===== src/rtl/latency_credit_fifo.sv =====
// -----------------------------------------------------------------------------
// latency_credit_fifo
//
// Output buffer that sits directly behind a fixed-latency, non-stallable
// compute pipeline. Each result is captured when the pipeline's delayed valid
// arrives. The result is then offered to a downstream ready/valid consumer in
// first-word-fall-through order.
//
// Upstream only gets a credit (issue_ready) while stored plus in-flight results
// stay below DEPTH. Because of this, a well-behaved upstream can never overrun
// the buffer, even though the pipeline itself cannot be stalled.
//
// Handshake: a word moves downstream in any cycle where out_valid && out_ready
// are both high at the rising edge. out_valid never drops and out_data never
// changes while out_valid is high and out_ready is low. On the input side
// there is no back-pressure: in_valid is a push that must be taken.
//
// Ports
//   clk           rising-edge clock
//   rst           synchronous, active-high reset
//   issue_ready   upstream may start a pipeline operation this cycle
//   issue         upstream starts an operation this cycle
//   in_valid      delayed pipeline valid; in_data holds a result
//   in_data       pipeline result word
//   out_valid     buffer head is valid
//   out_data      buffer head word
//   out_ready     consumer accepts the head when out_valid is high
//   occupancy     number of stored entries
//   in_flight     issued operations whose results have not yet returned
//   err_overissue sticky: issue seen while issue_ready was low
//   err_overflow  sticky: in_valid dropped because the buffer was full
//   err_underflow sticky: in_valid seen while nothing was in flight
// -----------------------------------------------------------------------------
module latency_credit_fifo #(
  parameter  int DATA_WIDTH = 16,
  parameter  int DEPTH      = 16,
  localparam int CNT_W      = $clog2(DEPTH) + 1
) (
  input  logic                  clk,
  input  logic                  rst,
  output logic                  issue_ready,
  input  logic                  issue,
  input  logic                  in_valid,
  input  logic [DATA_WIDTH-1:0] in_data,
  output logic                  out_valid,
  output logic [DATA_WIDTH-1:0] out_data,
  input  logic                  out_ready,
  output logic [CNT_W-1:0]      occupancy,
  output logic [CNT_W-1:0]      in_flight,
  output logic                  err_overissue,
  output logic                  err_overflow,
  output logic                  err_underflow
);

  localparam int PTR_W = $clog2(DEPTH);

  logic [DATA_WIDTH-1:0] mem_q [DEPTH];

  logic [PTR_W-1:0] wr_ptr_q, wr_ptr_d;
  logic [PTR_W-1:0] rd_ptr_q, rd_ptr_d;
  logic [CNT_W-1:0] occ_q, occ_d;
  logic [CNT_W-1:0] infl_q, infl_d;
  logic             err_overissue_q, err_overissue_d;
  logic             err_overflow_q, err_overflow_d;
  logic             err_underflow_q, err_underflow_d;

  logic             full;
  logic             pop;
  logic             push_acc;
  logic [CNT_W:0]   credit_sum;

  // The sum needs one extra bit: over-issue can push it past DEPTH.
  assign credit_sum  = {1'b0, occ_q} + {1'b0, infl_q};
  assign issue_ready = !rst && (credit_sum < (CNT_W+1)'(DEPTH));

  assign full      = (occ_q == CNT_W'(DEPTH));
  assign out_valid = (occ_q != '0);
  assign out_data  = mem_q[rd_ptr_q];
  assign pop       = out_valid && out_ready;
  // When the buffer is full, a push is taken only if the head leaves in the
  // same cycle. The write then lands in the slot being vacated.
  assign push_acc  = in_valid && (!full || pop);

  assign occupancy     = occ_q;
  assign in_flight     = infl_q;
  assign err_overissue = err_overissue_q;
  assign err_overflow  = err_overflow_q;
  assign err_underflow = err_underflow_q;

  always_comb begin
    occ_d    = occ_q;
    wr_ptr_d = wr_ptr_q;
    rd_ptr_d = rd_ptr_q;
    infl_d   = infl_q;

    // The pointers are PTR_W bits wide and DEPTH is a power of two,
    // so incrementing them wraps modulo DEPTH automatically.
    if (push_acc) wr_ptr_d = wr_ptr_q + PTR_W'(1);
    if (pop)      rd_ptr_d = rd_ptr_q + PTR_W'(1);

    case ({push_acc, pop})
      2'b10:   occ_d = occ_q + CNT_W'(1);
      2'b01:   occ_d = occ_q - CNT_W'(1);
      default: occ_d = occ_q;
    endcase

    // A return with nothing in flight is flagged, and the counter saturates
    // at zero. Over-issue saturates at the top of the counter.
    case ({issue, in_valid})
      2'b10:   infl_d = (infl_q == '1) ? infl_q : infl_q + CNT_W'(1);
      2'b01:   infl_d = (infl_q == '0) ? infl_q : infl_q - CNT_W'(1);
      default: infl_d = infl_q;
    endcase

    err_overissue_d = err_overissue_q || (issue && !issue_ready);
    err_overflow_d  = err_overflow_q  || (in_valid && full && !pop);
    err_underflow_d = err_underflow_q || (in_valid && (infl_q == '0));
  end

  always_ff @(posedge clk) begin
    if (rst) begin
      wr_ptr_q        <= '0;
      rd_ptr_q        <= '0;
      occ_q           <= '0;
      infl_q          <= '0;
      err_overissue_q <= 1'b0;
      err_overflow_q  <= 1'b0;
      err_underflow_q <= 1'b0;
    end else begin
      wr_ptr_q        <= wr_ptr_d;
      rd_ptr_q        <= rd_ptr_d;
      occ_q           <= occ_d;
      infl_q          <= infl_d;
      err_overissue_q <= err_overissue_d;
      err_overflow_q  <= err_overflow_d;
      err_underflow_q <= err_underflow_d;
    end
  end

  // The storage array has no reset. Entries are only read once they have
  // been written after reset.
  always_ff @(posedge clk) begin
    if (!rst && push_acc) mem_q[wr_ptr_q] <= in_data;
  end

endmodule

===== config.mk =====
export PLATFORM = sky130hd
export DESIGN_NAME = latency_credit_fifo
export DESIGN_NICKNAME = d
export VERILOG_FILES = /design/src/rtl/latency_credit_fifo.sv
export SDC_FILE = /design/constraint.sdc
export NUM_CORES = 1
export LEC_CHECK = 0
export CORE_MARGIN = 2
export CORE_UTILIZATION = 50
export DETAILED_ROUTE_END_ITERATION = 8
export GPL_ROUTABILITY_DRIVEN = 0
export GPL_TIMING_DRIVEN = 0
export PLACE_DENSITY = 0.68
export SLEW_MARGIN = 40
export SYNTH_ARGS = -nofsm -noshare
export SYNTH_HDL_FRONTEND = slang
export SYNTH_SLANG_ARGS = --single-unit

===== constraint.sdc =====
create_clock -name clk -period 7.6 [get_ports clk]
set_input_delay 2.28 -clock clk [delete_from_list [all_inputs] [get_ports clk]]
set_output_delay 2.28 -clock clk [all_outputs]
set_load 0.05 [all_outputs]

==> results.toml <==
[global_routing]
grtUsageTotal_pct = 19.9
antenna_found_initial = 0
grt_overflow = 0
grt_max_degree = 17
grt_pass1_wl_um = 34900
grt_pass1_vias = 5739

[synth]
synth_top_family_by_area = "multiplexers"
synthSimpleGateAreaFrac_pct = 3.64
synthMuxAreaShare_pct = 16.6
synthXorXnorAreaFrac_pct = 0.707
syn-num-nets = 574
ys_ff_latch = 281
synthAdderAreaFrac_pct = 1.98
syn_inst = 536
ys_warn_count = 0
seq_area_frac_synth_pct = 73.5
syn_area_sq_mm = 0.0111
synth_cell_types = 53
synth-compound-area-share_pct = 2.20
synth-edff-count = 256
synthFlopType = "edfxtp_1"
avgSynthCellArea_sq_um = 20.8
async_flop_share_pct = 0

[sta]
fin_crit_sh_pct = 86.7
min_period_ns = 6.59
setup_viol = 0
maxSlewHeadroom_pct = 51.6
rsz0062_at_grt = "false"
fin_tns_setup_ns = 0
hold_viol_final = 0
setup_slack_ns = 1.01
tightest_slew_ns = 0.726
fmax_mhz = 152
finClkSkew_ns = 0.0123
slew_violations = 0

[drt]
routed_via_density = 5.94
route.detailed.drc = 0
drt_iter0_drc = 467
wire_per_inst_um = 24.4
first_pass_iters = 5
ant_nets = 0
drt_wl_total_um = 22800
num_vias = 5540

[clock_network]
cts_resized = 0
tritoncts = "yes"
cts.reportedPaths.clkPinSlew_ns = 0.06
cts_sinks = 281
cts_setup_buffers = 0
cts_root_buffer = "clkbuf_16"
cts_hold_buf = 0
cts_made_buffers = 27
htreeDepth = 1
clock_latency_ns = 0.53
clockBufferDepth = 3

[setup_path]
cp_slowest_cell = "clkdlybuf4s50_1"
cp_max_fo = 6
cp.arrival_ns = 4.31
cp_common_cell = "clkdlybuf4s50_1"
crit_path_max_incr_delay_ns = 0.82
reg2reg_from = "occupancy[2]"
path_class = "input port to output pin"
path_cells = "clkdlybuf4s50_1 -> or4_1 -> a21oi_1 -> clkdlybuf4s50_1"
endpoint_kind = "output pin"
cp-start-kind = "input port"
cp-startpoint = "rst"
cp.required_ns = 5.32

[cells_and_area]
fin_util_pct = 60.5
fin_area_sq_mm = 0.0132
nets = 670
final_common_cell = "edfxtp_1"
area_growth_syn_to_layout_pct = 18.5
mostFrequentLayoutCells = "256 x edfxtp_1, 80 x mux4_2, 51 x clkdlybuf4s50_1"
num_antenna_cells = 0
drive_gt1_share_pct = 26.5

[floorplan]
row_count = 54
die_h_um = 153
io_pins = 52
start_util_pct = 51.1
die_area_sq_mm = 0.0235
die_w_um = 153
placeableCoreArea_sq_mm = 0.0218

[power]
vdd.ir_drop.worst_mv = 0.213
p_sw_share_pct = 28.5
p_clk_share_pct = 31.0
p_leak_nw = 4.18
combPwrFrac_pct = 24.3
power_switching_mw = 1.13
power_per_cell_area_mw_per_mm2 = 300
p_int_mw = 2.83
p_seq_share_pct = 44.6

[place]
place_area_sq_mm = 0.0124
post-place-ws_ns = 1.02
portBuffers = 51
hpwlAfterDp_um = 14700

[status]
outcome = "completed"

[job]
drv_cap = 0

[worst_hold_path]
hold_path_class = "flop to flop"
hp-start = "err_overflow"
[path summary, 6_finish.rpt]
kind | to | slack, ns | cells past startpoint
worst max-delay path | issue_ready | 1.01 | 4
worst min-delay path | err_overflow | 0.48 | 2
worst max register to register | occupancy[4] | 5.02 | 9
worst min register to register | err_overflow | 0.48 | 2
[through the flow]
step	hold slack, ns	power, mW	std cells
floorplan	0.485	2.48	536
global placement	0.467	2.74	867
detailed placement	0.464	2.77	883
CTS	0.483	3.99	933
global route	0.524	4.11	933
finish	0.479	3.96	933
[routing by layer]
metal / routed length [um] / up-vias / GRT usage, %
met2: 11900 / 177 / 34.7
met5: 0 / - / 0
li1: - / 2418 / -
met4: 306 / 0 / 3.97
met3: 1230 / 26 / 3.18
met1: 9390 / 2919 / 26.8
[critical path: cells and delay by family]
family / cells / cell delay [ns]
buffers and inverters: 2 / 1.34
and+or+nand+nor: 1 / 0.55
AOI/OAI and AO/OA: 1 / 0.13
[cell families (layout without fill, tap and decap cells)]
group                      Yosys count  in the layout
AOI/OAI and AO/OA                   35             35
xor gates and xnor gates             9              9
adders and majority gates           17             17
buffers and inverters               29            146
DFF                                281            281
muxes                               85             85
and+or+nand+nor                     80             80
[synthesized netlist by cell type (2+ instances only)]
library cell	number	share of area, %
edfxtp_1	256	69
mux4_2	80	16
nor2_1	38	1.3
dfxtp_1	25	4.5
ha_1	16	1.8
a21oi_1	9	0.40
buf_1	8	0.27
nor3_1	7	0.31
xor2_1	7	0.55
buf_4	6	0.40
nand2_1	6	0.20
clkbuf_1	5	0.17
inv_1	5	0.17
nand2b_1	5	0.28
or4_1	4	0.27
a31oi_1	3	0.17
buf_2	3	0.13
mux2i_1	3	0.27
nor2b_1	3	0.17
o211ai_1	3	0.20
o21ai_0	3	0.13
or3_1	3	0.17
a211oi_1	2	0.13
a21o_1	2	0.13
a31o_2	2	0.16
and3_1	2	0.11
buf_6	2	0.20
nand3b_1	2	0.13
xnor2_1	2	0.16
[sequential cells by signal, indices dropped and copies added (netlist names), named ones only]
register       flops
err_overflow       1
err_overissue      1
err_underflow      1
in_flight          5
mem_q            256
occupancy          5
rd_ptr_q           4
wr_ptr_q           4
[final cells by class]
type                       instances  area [sq um]
clock buffer                      32           694
tap                              280           350
inverter                           5          18.8
clock inverter                    18           115
multi-input combinational        226          2920
sequential                       281          8190
timing repair buffer              67           776
buffer                            24           136
fill                            1542          8620
[power groups by stage]
stage | clock, mW | sequential [mW] | combinational (mW)
final | 1.23 | 1.77 | 0.964
after global routing | 1.31 | 1.77 | 1.03
after CTS | 1.25 | 1.77 | 0.976
after detailed placement | 0 | 1.80 | 0.971
after global placement | 0 | 1.80 | 0.939
after floorplan | 0 | 1.85 | 0.632
Power figures use the tool's default switching activity.
